[src/rtl/sid_voice_sched.sv]
// Voice scheduler for the shared SID envelope datapath: walks PHI2 / PHI2_PHI1
// slots for each voice after every tick and lets bus writes land in their voice's PHI2 slot.
package sid;
  typedef logic [1:0] phase_t;
  localparam int PHI2      = 0;
  localparam int PHI2_PHI1 = 1;
endpackage

module sid_voice_sched #(
  parameter int VOICES = 3
) (
  input  logic        clk,
  input  logic        res,
  input  logic        tick,
  // Write handshake: wr_req is held with wr_voice/wr_addr/wr_data stable until
  // the one-cycle wr_ack; a request still high after its ack counts as a new one.
  input  logic        wr_req,
  input  logic [1:0]  wr_voice,
  input  logic [2:0]  wr_addr,
  input  logic [7:0]  wr_data,
  output logic        wr_ack,
  output logic        wr_err,
  output logic        reg_we,
  output logic [1:0]  reg_voice,
  output logic [2:0]  reg_addr,
  output logic [7:0]  reg_data,
  output sid::phase_t phase,
  output logic [1:0]  voice,
  output logic        busy,
  output logic        overrun
);

  typedef enum logic [1:0] {
    S_IDLE = 2'd0,
    S_P2   = 2'd1,
    S_P21  = 2'd2
  } state_t;

  localparam logic [1:0]  LAST_VOICE = 2'(VOICES - 1);
  localparam logic [2:0]  NUM_VOICES = 3'(VOICES);
  localparam sid::phase_t PH_P2      = sid::phase_t'(1 << sid::PHI2);
  localparam sid::phase_t PH_P21     = sid::phase_t'(1 << sid::PHI2_PHI1);

  state_t state;
  logic   wr_valid;

  // The (state, voice) pair is the full FSM state: P2(v) is S_P2 with voice == v.
  always_ff @(posedge clk) begin
    if (res) begin
      state   <= S_IDLE;
      phase   <= '0;
      voice   <= '0;
      overrun <= 1'b0;
    end else begin
      if (tick && state != S_IDLE) overrun <= 1'b1;
      case (state)
        S_IDLE: begin
          if (tick) begin
            state <= S_P2;
            phase <= PH_P2;
            voice <= '0;
          end
        end
        S_P2: begin
          state <= S_P21;
          phase <= PH_P21;
        end
        S_P21: begin
          if (voice == LAST_VOICE) begin
            state <= S_IDLE;
            phase <= '0;
          end else begin
            state <= S_P2;
            phase <= PH_P2;
            voice <= voice + 2'd1;
          end
        end
        default: begin
          state <= S_IDLE;
          phase <= '0;
        end
      endcase
    end
  end

  assign busy     = (state != S_IDLE);
  assign wr_valid = ({1'b0, wr_voice} < NUM_VOICES);

  // Valid-voice writes only commit in their own PHI2 slot; invalid voices are
  // rejected while idle so they never compete with a commit.
  always_comb begin
    wr_ack = 1'b0;
    wr_err = 1'b0;
    reg_we = 1'b0;
    if (!res && wr_req) begin
      if (wr_valid && state == S_P2 && wr_voice == voice) begin
        wr_ack = 1'b1;
        reg_we = 1'b1;
      end else if (!wr_valid && state == S_IDLE) begin
        wr_ack = 1'b1;
        wr_err = 1'b1;
      end
    end
  end

  assign reg_voice = wr_voice;
  assign reg_addr  = wr_addr;
  assign reg_data  = wr_data;

endmodule

[config.mk]
export PLATFORM = sky130hd
export DESIGN_NAME = sid_voice_sched
export DESIGN_NICKNAME = d
export VERILOG_FILES = /design/src/rtl/sid_voice_sched.sv
export SDC_FILE = /design/constraint.sdc
export NUM_CORES = 1
export LEC_CHECK = 0
export CAP_MARGIN = 20
export CORE_AREA = 2 2 39 41
export DETAILED_ROUTE_END_ITERATION = 10
export DIE_AREA = 0 0 41 43
export DONT_BUFFER_PORTS = 1
export GPL_TIMING_DRIVEN = 0
export PLACE_DENSITY = 0.42
export SETUP_SLACK_MARGIN = 0.2
export SLEW_MARGIN = 10
export SYNTH_ARGS = -nofsm -noshare
export SYNTH_HDL_FRONTEND = slang
export SYNTH_SLANG_ARGS = --single-unit
[constraint.sdc]
create_clock -name clk -period 1.56 [get_ports clk]
set_clock_uncertainty 0.1 [all_clocks]
set_input_delay 0.156 -clock clk [delete_from_list [all_inputs] [get_ports clk]]
set_output_delay 0.156 -clock clk [all_outputs]
set_load 0.01 [all_outputs]
Word level (Yosys, flattened, before mapping)
Index checks and enable logic that the tools add are counted.
{"block": "totals", "ram_bits": 0, "n_memories": 0, "elab_cells": 35, "reg_bits": 5, "mem_bits_ro": 0, "latchBits": 0, "inputBits": 17, "out_inout_bits": 22}
{"block": "classes", "order_cmp": 1, "n_eq_ne": 6, "div_mod_pow": 0, "bitwise_logic": 0, "muxes": 13, "shift": 0, "multipliers": 0, "reduce_logical": 11, "add_sub_neg": 1}
{"operator": "1-bit 2-to-1 mux", "n": 8}
{"operator": "2-bit 2-to-1 mux", "n": 3}
{"operator": "2-bit case mux with 3 select lines", "n": 1}
{"operator": "1-bit logical AND", "n": 5}
{"operator": "2-bit == test (second input constant)", "n": 2}
{"operator": "2-bit != test (second input constant)", "n": 2}
{"operator": "2-bit case mux with 2 select lines", "n": 1}
{"operator": "2-bit nonzero test", "n": 2}
{"operator": "3-bit AND reduction", "n": 1}
{"operator": "2-bit by 1-bit adder with 2-bit output (second input constant)", "n": 1}
{"operator": "2-bit by 1-bit == test with 1-bit output (second input constant)", "n": 1}
{"operator": "2-bit == test", "n": 1}
{"operator": "1-bit zero test", "n": 2}
{"operator": "2-bit zero test", "n": 1}
{"operator": "2-bit less-than comparator (second input constant)", "n": 1}

Logic depth before layout (Yosys ltp)
Gate-level depths: netlist (run 1).
{"block": "depth", "depth_word": 6, "depth_mapped": 5, "depth_no_buf": 5}

Worst setup path before layout (run 1)
OpenSTA, ideal clock, no wires.
{"block": "synth_path", "path_type": "reg-to-reg", "startpoint": "register voice[0]", "endpoint": "register voice[1]", "period_less_slack_ns": 1.561, "arrival_ns": 1.386, "path_slack_ns": -0.001, "stages_incl_launch_ff": 5, "cell_sequence": "dfxtp_1 -> inv_1 -> ha_1 -> or4b_1 -> a31oi_1"}
{"block": "synth_via", "elab_chain_cells": 3, "word_cells_on_any_way": 6}
{"item": "from (decl)", "line": "28", "rtl": "output logic [1:0] voice,"}
{"item": "from (signal assigned)", "line": "75", "rtl": "voice <= voice + 2'd1;"}
{"item": "2-bit by 1-bit adder with 2-bit output or 2-bit == test (tied branches)", "line": "75, 69"}
{"item": "2-bit 2-to-1 mux or 2-bit != test (tied branches)"}
{"item": "2-bit case mux with 2 select lines or 3-bit AND reduction (tied branches)"}
Parallel ways exist; a longest one is shown, timed or not. The select of a mux whose other input is x is not followed.
A chain may end at the register's enable or synchronous reset.

Worst setup path in the final report (run 1)
{"block": "layout_path", "startpoint": "register state[1]", "endpoint": "output wr_ack"}
{"block": "layout_via", "elab_chain_cells": 5, "word_cells_on_any_way": 8}
{"item": "from (decl)", "line": "44", "rtl": "state_t state;"}
{"item": "from (signal assigned)", "line": "50", "rtl": "state <= S_IDLE;"}
{"item": "from (signal assigned)", "line": "59", "rtl": "state <= S_P2;"}
{"item": "from (signal assigned)", "line": "65", "rtl": "state <= S_P21;"}
{"item": "2-bit zero test or 2-bit by 1-bit == test with 1-bit output (tied branches)", "line": "99, 96"}
{"item": "1-bit logical AND (on tied branches)", "line": "99, 96"}
{"item": "1-bit 2-to-1 mux or 1-bit logical AND (tied branches)", "line": "99, 96"}
{"item": "1-bit 2-to-1 mux (*)", "line": "96", "rtl": "if (wr_valid && state == S_P2 && wr_voice == voice) begin"}
{"item": "1-bit 2-to-1 mux (*)", "line": "95", "rtl": "if (!res && wr_req) begin"}
{"item": "to (decl)", "line": "21", "rtl": "output logic wr_ack,"}
Mark *: on every way between the ends. The rest lies on a longest branch, timed or not.

==> flow_metrics.py, run 1 <==
metrics = {
    "worst_setup_path": {
        "ff2ff_setup_slack_ns": 0.10,
        "reg2reg_to": "voice[1]",
        "cp-end-kind": "output port",
        "crit_path_max_incr_delay_ns": 0.38,
        "worst_setup_path_start_kind": "flip-flop",
        "cp_num_buf_inv": 0,
        "crit_slowest_cell": "dfxtp_2",
        "cp.arrival_ns": 1.21,
        "crit_path_max_fanout": 10,
        "r2r_cells": 4,
        "crit_chain": "or2_4 > nor2_4 > a21o_1",
        "cp_data_required_time_ns": 1.30,
        "rr_startpoint": "voice[0]",
        "critPathKind": "flip-flop to output port",
        "crit_family": "simple AND/OR/NAND/NOR gates",
    },
    "power_and_ir_drop": {
        "switchingPower_mw": 0.103,
        "power.share.combinational_pct": 19.4,
        "power_frac_clock_pct": 41.6,
        "p_sw_share_pct": 27.7,
        "p_per_area_nw_per_um2": 789,
        "power.internal_mw": 0.270,
        "ir_drop_mv": 0.373,
        "p_seq_share_pct": 39.0,
        "p_total_mw": 0.373,
        "p_leak_nw": 0.191,
    },
    "routing": {
        "via_count": 317,
        "vias_per_cell": 4.95,
        "ant_nets": 0,
        "drt-initial-drc-count": 5,
        "wl_per_cell_um": 13.9,
        "wl_met1_um": 344,
        "route.met3.wl_um": 120,
        "drc": 0,
        "drt-total-wl_um": 892,
        "dr.pass1.iters": 4,
        "met2WireLength_um": 427,
        "highest_layer": "met3",
    },
    "outcome": {
        "outcome": "finished clean",
    },
    "synth": {
        "synth.top_cells.by_area": "dfxtp_1 27%, buf_4 27%, a31oi_1 3.4%",
        "synth_ff_type": "dfxtp_1",
        "syn_inst": 42,
        "synth_area_per_cell_um2": 8.73,
        "synth_top_cell_area_share_pct": 27.3,
        "synthArstFlopShare_pct": 0,
        "yosysSeqAreaShare_pct": 27.3,
        "synth_edf_count": 0,
        "postSynthNetCount": 60,
        "synthesis.area_um2": 367,
        "yosysMostFrequentCell": "buf_4",
        "synth_common_cells": "13 x buf_4, 5 x dfxtp_1",
        "synthDistinctLibCells": 22,
        "synth_warnings": 0,
        "synth-seq-cells": 5,
        "synth_top_area_cell": "dfxtp_1",
    },
    "finish": {
        "final_nets": 67,
        "seq_area_um2": 110,
        "syn_to_final_growth_pct": 29.0,
        "multi_input_area_um2": 195,
        "fillers": 147,
        "final_layout_size_suffix_gt1_share_pct": 56.3,
        "finalCoreUtilization_pct": 34.2,
        "antennaDiodeCount": 0,
    },
    "cts": {
        "clockRootBuffer": "clkbuf_4",
        "clockBufferDepth": 2,
        "cts_num_sinks": 5,
        "clkTransAtPathRegs_ns": 0.05,
        "cts_tree": "done",
        "cts_buffers": 3,
        "post_cts_buffers": 0,
        "htree_levels": 1,
        "clock_latency_ns": 0.24,
    },
    "run": {
        "maxCapViolCount": 0,
    },
    "global_route": {
        "antenna_found_initial": 0,
        "grt_pass1_vias": 309,
        "grt_pass1_wl_mm": 1.24,
        "grt_usage_pct": 10.2,
        "grt_max_degree": 11,
        "grt_overflow": 0,
    },
    "placement": {
        "port_buffers": 0,
        "gp_congestion": 0.681,
        "hpwlAfterDp_um": 717,
    },
    "worst_hold_path": {
        "hold_end": "voice[0]",
        "worstHoldStart": "tick",
        "min_delay_path_depth": 3,
        "hold_class": "input port to flip-flop",
    },
    "timing": {
        "hold_viol_final": 0,
        "min_period_over_period_pct": 94.1,
        "drv_slew": 0,
        "fin_crit_ns": 1.47,
        "slew_headroom_pct": 83.0,
        "fmax_ghz": 0.681,
        "hold-worst-slack_ns": 0.0610,
        "setup_viol": 0,
        "worstMarginPinSlew_ns": 0.252,
        "rsz0062_at_grt": "yes",
    },
    "floorplanning": {
        "die-area_um2": 1760,
        "rows": 14,
        "io_pins": 39,
        "start_util_pct": 26.5,
        "coreArea_um2": 1380,
        "die_x_um": 41,
        "die-height_um": 43,
    },
}
-- power groups by stage --
stage | sequential (mW) | combinational (mW) | clock, mW
after floorplan | 0.145 | 0.0582 | 0
after global placement | 0.149 | 0.0632 | 0
after detailed placement | 0.149 | 0.0633 | 0
after CTS | 0.145 | 0.0719 | 0.158
after global routing | 0.147 | 0.0799 | 0.169
final | 0.146 | 0.0723 | 0.155
-- final cells by class --
| cell class | count | area share (%) |
|---|---|---|
| multi-input combinational | 23 | 41.3 |
| sequential | 5 | 23.3 |
| buffer | 13 | 20.6 |
| clock buffer | 4 | 5.56 |
| timing repair buffer | 2 | 4.23 |
| tap | 16 | 4.23 |
| inverter | 1 | 0.794 |
-- per-layer routing --
layer / track usage [%] / vias up
met5: 0 / -
met4: 6.00 / 0
met3: 2.62 / 0
met2: 16.3 / 24
met1: 11.6 / 141
li1: - / 152
-- sequential cells by signal (all words and copies together), names as in the netlist --
name / count
state: 2
voice: 2
overrun: 1
-- logic make-up (layout without fill, tap and decap cells) --
logic type	after synthesis	count (layout)	share of synthesized area (%)
compound gates	8	8	14.3
xor+xnor	1	1	2.39
fa+ha+maj	1	1	3.41
buf+inv	14	20	27.6
flops	5	5	27.3
simple gates	13	13	24.9
-- cells in the final DEF (no fill, tap or decap) --
| master | instances |
|---|---|
| dfxtp_1 | 1 |
| nand3_1 | 1 |
| dlygate4sd3_1 | 2 |
| nor3b_1 | 1 |
| xor2_1 | 1 |
| nor2_4 | 1 |
| nand4bb_1 | 1 |
| or2_4 | 1 |
| and2_4 | 1 |
| o21bai_1 | 1 |
| clkbuf_1 | 1 |
| and4bb_2 | 1 |
| a31oi_1 | 2 |
| nor2_1 | 1 |
| or4b_1 | 1 |
| o31ai_2 | 1 |
| a21o_1 | 1 |
| nand4b_1 | 1 |
| dfxtp_4 | 2 |
| clkbuf_4 | 3 |
| nor4b_1 | 1 |
| a211oi_1 | 1 |
| nand2_1 | 2 |
| dfxtp_2 | 2 |
| a21oi_1 | 2 |
| ha_4 | 1 |
| inv_2 | 1 |
| buf_4 | 13 |
-- tightest hold or removal path: cells and delay by family --
| family | cells | cell delay [ns] |
|---|---|---|
| AOI/OAI and AO/OA | 2 | 0.13 |
| and+or+nand+nor | 1 | 0.08 |
-- worst max-delay path by stage --
stage                     startpoint        to  slack [ns]  cells past startpoint
after floorplan             voice[0]  voice[1]        0.17                      4
after global placement      voice[1]  voice[1]        0.13                      3
after detailed placement    voice[1]  voice[1]        0.12                      3
after CTS                   voice[0]    reg_we        0.03                      3
after global routing        voice[0]    wr_ack     -0.0007                      3
final                       state[1]    wr_ack        0.09                      3
-- metrics by stage --
| step | setup TNS (ns) | cells | area [um^2] | worst slack, ns |
|---|---|---|---|---|
| finish | 0 | 64 | 473 | 0.0918 |
| global route | -0.00134 | 64 | 473 | -0.000737 |
| CTS | 0 | 64 | 464 | 0.0255 |
| detailed placement | 0 | 58 | 407 | 0.116 |
| global placement | 0 | 58 | 407 | 0.129 |
| floorplan | 0 | 42 | 387 | 0.171 |
-- what timing repair did --
action,in CTS,in global routing
endpoints found under the hold margin,5,0
gates resized for setup,4,3
hold buffers,2,0
endpoints found under the setup margin,4,4
(Power assumes the default switching activity.)
==> run 2, diff against run 1 <==
--- a/config.mk
+++ b/config.mk
@@ -5,13 +5,14 @@
 export SDC_FILE = /design/constraint.sdc
 export NUM_CORES = 1
 export LEC_CHECK = 0
+export BUFFER_PORTS_ARGS = -buffer_cell sky130_fd_sc_hd__buf_4
 export CAP_MARGIN = 20
 export CORE_AREA = 2 2 39 41
 export DETAILED_ROUTE_END_ITERATION = 10
 export DIE_AREA = 0 0 41 43
-export DONT_BUFFER_PORTS = 1
 export GPL_TIMING_DRIVEN = 0
-export PLACE_DENSITY = 0.42
+export PLACE_DENSITY = 0.69
+export RECOVER_POWER = 100
 export SETUP_SLACK_MARGIN = 0.2
 export SLEW_MARGIN = 10
 export SYNTH_ARGS = -nofsm -noshare
==> run 2 against run 1 <==
Largest power group unchanged. First-iteration DRC count is 60% lower. Global-route usage is 1.2 points higher. Setup slack worse by 0.036 ns. Final cell count is 44% higher. Fmax is 2.4% lower. Register-to-register slack worse by 0.03 ns. Non-clock buffer count is 28 higher. Highest routed layer is now met4.
==> flow_metrics.py, run 2 (same netlist as run 1, synthesis figures left out) <==
metrics = {
    "worst_setup_path": {
        "crit_chain": "or2_4 > nor2_1 > a21o_1 > buf_6",
        "crit_path_max_incr_delay_ns": 0.37,
        "rr_startpoint": "voice[0]",
        "cp.arrival_ns": 1.25,
        "cp-end-kind": "output port",
        "cp_data_required_time_ns": 1.30,
        "ff2ff_setup_slack_ns": 0.07,
        "crit_slowest_cell": "dfxtp_4",
        "reg2reg_to": "voice[1]",
        "critPathKind": "flip-flop to output port",
        "crit_path_max_fanout": 10,
        "worst_setup_path_start_kind": "flip-flop",
        "r2r_cells": 5,
    },
    "routing": {
        "wl_per_cell_um": 9.65,
        "drc": 0,
        "ant_nets": 0,
        "drt-total-wl_um": 888,
        "wl_met1_um": 366,
        "highest_layer": "met4",
        "met2WireLength_um": 423,
        "route.met3.wl_um": 90,
        "vias_per_cell": 4.41,
        "via_count": 406,
        "dr.pass1.iters": 4,
        "drt-initial-drc-count": 2,
    },
    "cts": {
        "cts_num_sinks": 5,
        "clockBufferDepth": 2,
        "clkTransAtPathRegs_ns": 0.05,
        "postCtsHoldBufs": 0,
        "clock_latency_ns": 0.24,
        "htree_levels": 1,
        "clockRootBuffer": "clkbuf_4",
        "cts_buffers": 3,
        "cts_tree": "done",
    },
    "power_and_ir_drop": {
        "power.share.combinational_pct": 27.2,
        "p_seq_share_pct": 35.6,
        "power_frac_clock_pct": 37.2,
        "switchingPower_mw": 0.103,
        "p_leak_nw": 0.270,
        "p_per_area_nw_per_um2": 641,
        "p_sw_share_pct": 26.2,
        "power.internal_mw": 0.290,
        "ir_drop_mv": 0.453,
    },
    "finish": {
        "final_nets": 95,
        "multi_input_area_um2": 185,
        "antennaDiodeCount": 0,
        "seq_area_um2": 109,
        "design_area_um2": 614,
        "syn_to_final_growth_pct": 67.6,
        "final_cell_mix": "23 x buf_4, 18 x clkbuf_1, 3 x clkbuf_4, 3 x buf_6",
        "finalCoreUtilization_pct": 44.4,
        "final_cells": 92,
        "final_layout_size_suffix_gt1_share_pct": 48.7,
        "top_regs": "state x2, voice x2, overrun x1",
        "fillers": 160,
        "final_common_cell": "buf_4",
    },
    "worst_hold_path": {
        "hold_class": "input port to flip-flop",
        "hold_end": "voice[0]",
        "worstHoldStart": "res",
        "min_delay_path_depth": 2,
    },
    "timing": {
        "fmax_ghz": 0.665,
        "rsz0062_at_grt": "yes",
        "worstMarginPinSlew_ns": 0.297,
        "slew_headroom_pct": 79.9,
        "setup_viol": 0,
        "drv_slew": 0,
        "min_period_over_period_pct": 96.4,
        "tns_ns": 0,
        "hold_viol_final": 0,
        "fin_crit_ns": 1.50,
        "layout_setup_ws_ns": 0.0554,
    },
    "run": {
        "maxCapViolCount": 0,
    },
    "floorplanning": {
        "start_util_pct": 26.5,
        "coreArea_um2": 1380,
        "die-height_um": 43,
        "io_pins": 39,
        "rows": 14,
        "die_x_um": 41,
        "die-area_um2": 1760,
    },
    "global_route": {
        "antenna_found_initial": 0,
        "grt_pass1_vias": 327,
        "grt_overflow": 0,
        "grt_pass1_wl_mm": 1.36,
        "grt_max_degree": 11,
        "grt_usage_pct": 11.5,
    },
    "outcome": {
        "outcome": "finished clean",
    },
    "placement": {
        "port_buffers": 27,
        "dpl.cell_count": 85,
        "dpl_cell_area_um2": 609,
        "hpwlAfterDp_um": 691,
        "gp_congestion": 0.741,
        "place_ws_ns": 0.143,
    },
}
[run 2: critical path: cells and delay by family (launching register included)]
kind | cells | cell delay [ns]
AOI/OAI and AO/OA | 1 | 0.12
buffers and inverters | 1 | 0.10
DFF | 1 | 0.37
and+or+nand+nor | 2 | 0.42
[run 2: metal layers]
metal	GRT usage (%)	vias to the layer above
met3	3.14	2
met2	17.2	20
met1	13.3	176
li1	-	208
met4	8.00	0
met5	0	-
[run 2: what timing repair did]
| action | CTS | global route |
|---|---|---|
| setup endpoints to repair | 5 | 5 |
| resized for setup | 4 | 4 |
| pin swaps | 6 | 4 |
| setup buffers | 3 | 0 |
[run 2: worst max path at each step]
stage | to | startpoint | slack, ns | depth (start not counted)
floorplan | voice[1] | voice[0] | 0.17 | 4
global placement | voice[1] | voice[0] | 0.17 | 4
detailed placement | voice[1] | voice[0] | 0.14 | 4
CTS | reg_we | voice[0] | 0.004 | 4
global route | wr_ack | state[1] | -0.003 | 4
finish | wr_ack | state[1] | 0.06 | 4
[run 2: power by group through the flow]
stage / sequential [mW] / clock, mW / combinational [mW]
3_3_place_gp: 0.144 / 0 / 0.118
5_1_grt: 0.142 / 0.162 / 0.119
2_1_floorplan: 0.145 / 0 / 0.0582
3_5_place_dp: 0.145 / 0 / 0.120
4_1_cts: 0.140 / 0.151 / 0.127
6_report: 0.140 / 0.146 / 0.107
[run 2: area by class of cell]
cell class	count	area share (%)
inverter	1	0.611
buffer	13	15.9
multi-input combinational	23	30.1
sequential	5	17.7
timing repair buffer	30	28.1
clock buffer	4	4.28
tap	16	3.26
[run 2: per-stage QoR]
step	hold slack (ns)	power, mW
floorplan	0.115	0.204
global placement	0.263	0.262
detailed placement	0.270	0.264
CTS	0.0185	0.419
global route	0.0223	0.422
finish	0.0201	0.394
==> run 3, diff against run 2 <==
--- a/config.mk
+++ b/config.mk
@@ -11,7 +11,7 @@
 export DETAILED_ROUTE_END_ITERATION = 10
 export DIE_AREA = 0 0 41 43
 export GPL_TIMING_DRIVEN = 0
-export PLACE_DENSITY = 0.69
+export PLACE_DENSITY = 0.66
 export RECOVER_POWER = 100
 export SETUP_SLACK_MARGIN = 0.2
 export SLEW_MARGIN = 10
==> constraint.sdc (replaced) <==
create_clock -name clk -period 1.4 [get_ports clk]
set_clock_uncertainty 0.1 [all_clocks]
set_input_delay 0.14 -clock clk [delete_from_list [all_inputs] [get_ports clk]]
set_output_delay 0.14 -clock clk [all_outputs]
set_load 0.01 [all_outputs]
==> run 3 against run 2 <==
Via count increased by 6.2%. Utilization increased by 3.3 points. Worst hold slack better by 0.025 ns. The run now ends with negative setup slack left. Final cell count increased by 5.4%. Flip-flop and latch count unchanged. Global-route usage increased by 0.19 points. Sequential share of layout area decreased by 0.67 points. Total power increased by 16%. Critical path depth grew 1. Sequential power is 9% higher.
==> flow_metrics.py, run 3 (same netlist as run 1, synthesis figures left out) <==
metrics = {
    "routing": {
        "drt-total-wl_um": 978,
        "ant_nets": 0,
        "dr.pass1.iters": 4,
        "drc": 0,
        "vias_per_cell": 4.44,
        "drt-initial-drc-count": 10,
        "wl_per_cell_um": 10.1,
        "via_count": 431,
    },
    "worst_setup_path": {
        "crit_chain": "buf_4 > inv_4 > ha_4 > or4b_1 > a31oi_1",
        "crit_path_max_incr_delay_ns": 0.49,
        "startpoint": "voice[0]",
        "critPathKind": "flip-flop to flip-flop",
        "cp.arrival_ns": 1.56,
        "cp-end-kind": "flip-flop",
        "cp_data_required_time_ns": 1.46,
        "crit_path_max_fanout": 4,
        "crit_slowest_cell": "or4b_1",
        "r2r_cells": 5,
        "worst_setup_path_start_kind": "flip-flop",
        "rr_startpoint": "voice[0]",
    },
    "timing": {
        "hold_viol_final": 0,
        "layout_setup_ws_ns": -0.101,
        "tns_ns": -0.262,
        "fmax_ghz": 0.666,
        "slew_headroom_pct": 80.1,
        "fin_crit_ns": 1.50,
        "min_period_over_period_pct": 107,
        "worstMarginPinSlew_ns": 0.294,
        "drv_slew": 0,
        "rsz0062_at_grt": "yes",
        "hold-worst-slack_ns": 0.0454,
        "setup_viol": 3,
    },
    "worst_hold_path": {
        "worstHoldStart": "tick",
        "hold_class": "input port to flip-flop",
        "min_delay_path_depth": 3,
    },
    "power_and_ir_drop": {
        "p_per_area_nw_per_um2": 690,
        "p_leak_nw": 0.290,
        "ir_drop_mv": 0.405,
        "p_total_mw": 0.456,
    },
    "cts": {
        "cts_num_sinks": 5,
        "cts_buffers": 3,
        "clock_latency_ns": 0.24,
        "cts_tree": "done",
        "clockBufferDepth": 2,
        "clockRootBuffer": "clkbuf_4",
        "htree_levels": 1,
        "clkTransAtPathRegs_ns": 0.04,
    },
    "floorplanning": {
        "die-height_um": 43,
        "io_pins": 39,
        "die-area_um2": 1760,
        "die_x_um": 41,
        "rows": 14,
        "coreArea_um2": 1380,
        "start_util_pct": 26.5,
    },
    "finish": {
        "final_common_cell": "buf_4",
        "syn_to_final_growth_pct": 80.2,
        "final_nets": 100,
        "design_area_um2": 661,
        "top_regs": "state x2, voice x2, overrun x1",
        "final_layout_size_suffix_gt1_share_pct": 49.4,
        "finalCoreUtilization_pct": 47.7,
        "antennaDiodeCount": 0,
        "final_cell_mix": "25 x buf_4, 18 x clkbuf_1, 3 x clkbuf_4, 3 x buf_6, 3 x dfxtp_4",
    },
    "global_route": {
        "grt_pass1_vias": 361,
        "grt_max_degree": 9,
        "grt_usage_pct": 11.7,
        "antenna_found_initial": 0,
        "grt_overflow": 0,
        "grt_pass1_wl_mm": 1.41,
    },
    "placement": {
        "dpl_cell_area_um2": 614,
        "gp_congestion": 0.747,
        "hpwlAfterDp_um": 712,
        "port_buffers": 27,
    },
    "run": {
        "maxCapViolCount": 0,
    },
    "outcome": {
        "outcome": "complete, but fails checks",
        "violations": "negative setup slack",
    },
}
run 3: changes by cell type in the layout (fill, tap and decap cells not counted):
cell,before,now
or2_4,1,0
dfxtp_1,2,1
dfxtp_4,2,3
or2_0,0,1
nor2_1,2,1
buf_2,0,1
inv_2,1,0
o31ai_2,1,0
o31ai_1,0,1
dlygate4sd3_1,0,2
buf_4,23,25
inv_4,0,1
nor2_4,0,1
run 3: where the power goes:
part           switching [mW]  total, mW  internal [mW]
combinational          0.0603      0.140         0.0795
sequential            0.00450      0.152          0.147
clock                  0.0565      0.164          0.108
total                   0.121      0.456          0.334
run 3: critical path: cells and delay by family, from the launching register on:
| family | cells | cell delay, ns |
|---|---|---|
| AO/OA/AOI/OAI | 1 | 0.13 |
| adder cells (fa/ha/maj) | 1 | 0.18 |
| flip-flops | 1 | 0.34 |
| AND/OR/NAND/NOR | 1 | 0.49 |
| buffers and inverters | 2 | 0.19 |
run 3: repair_timing:
item                                    CTS  global route
setup buffers                             6             0
pin swaps                                 5             2
hold buffers                              2             0
resized for setup                        10             1
endpoints found under the setup margin    6             6
endpoints found under the hold margin     3             0
run 3: layout make-up:
class,instances,area (um^2)
plain buffers,13,97.6
inverters,1,6.26
well taps,16,20.0
clock buffers,4,26.3
fillers,166,723
flip-flops and latches,5,113
repair buffers,35,213
multi-input cells,23,185
run 3: through the flow:
stage	std cells	worst slack (ns)
floorplan	42	0.0108
global placement	85	0.00794
detailed placement	85	-0.00670
CTS	97	-0.121
global route	97	-0.162
finish	97	-0.101
run 3: path summary, 6_finish.rpt:
kind | slack (ns) | end
worst min register to register | 0.37 | overrun
worst min-delay path | 0.05 | overrun
worst max-delay path | -0.10 | voice[1]
worst max register to register | -0.10 | voice[1]
run 3: per-layer routing:
metal / vias up / track usage, % / part of all wire [%]
met1: 192 / 13.5 / 39
li1: 215 / - / -
met3: 0 / 3.14 / 9.8
met2: 24 / 17.5 / 51
met4: 0 / 8.00 / 0
met5: - / 0 / 0
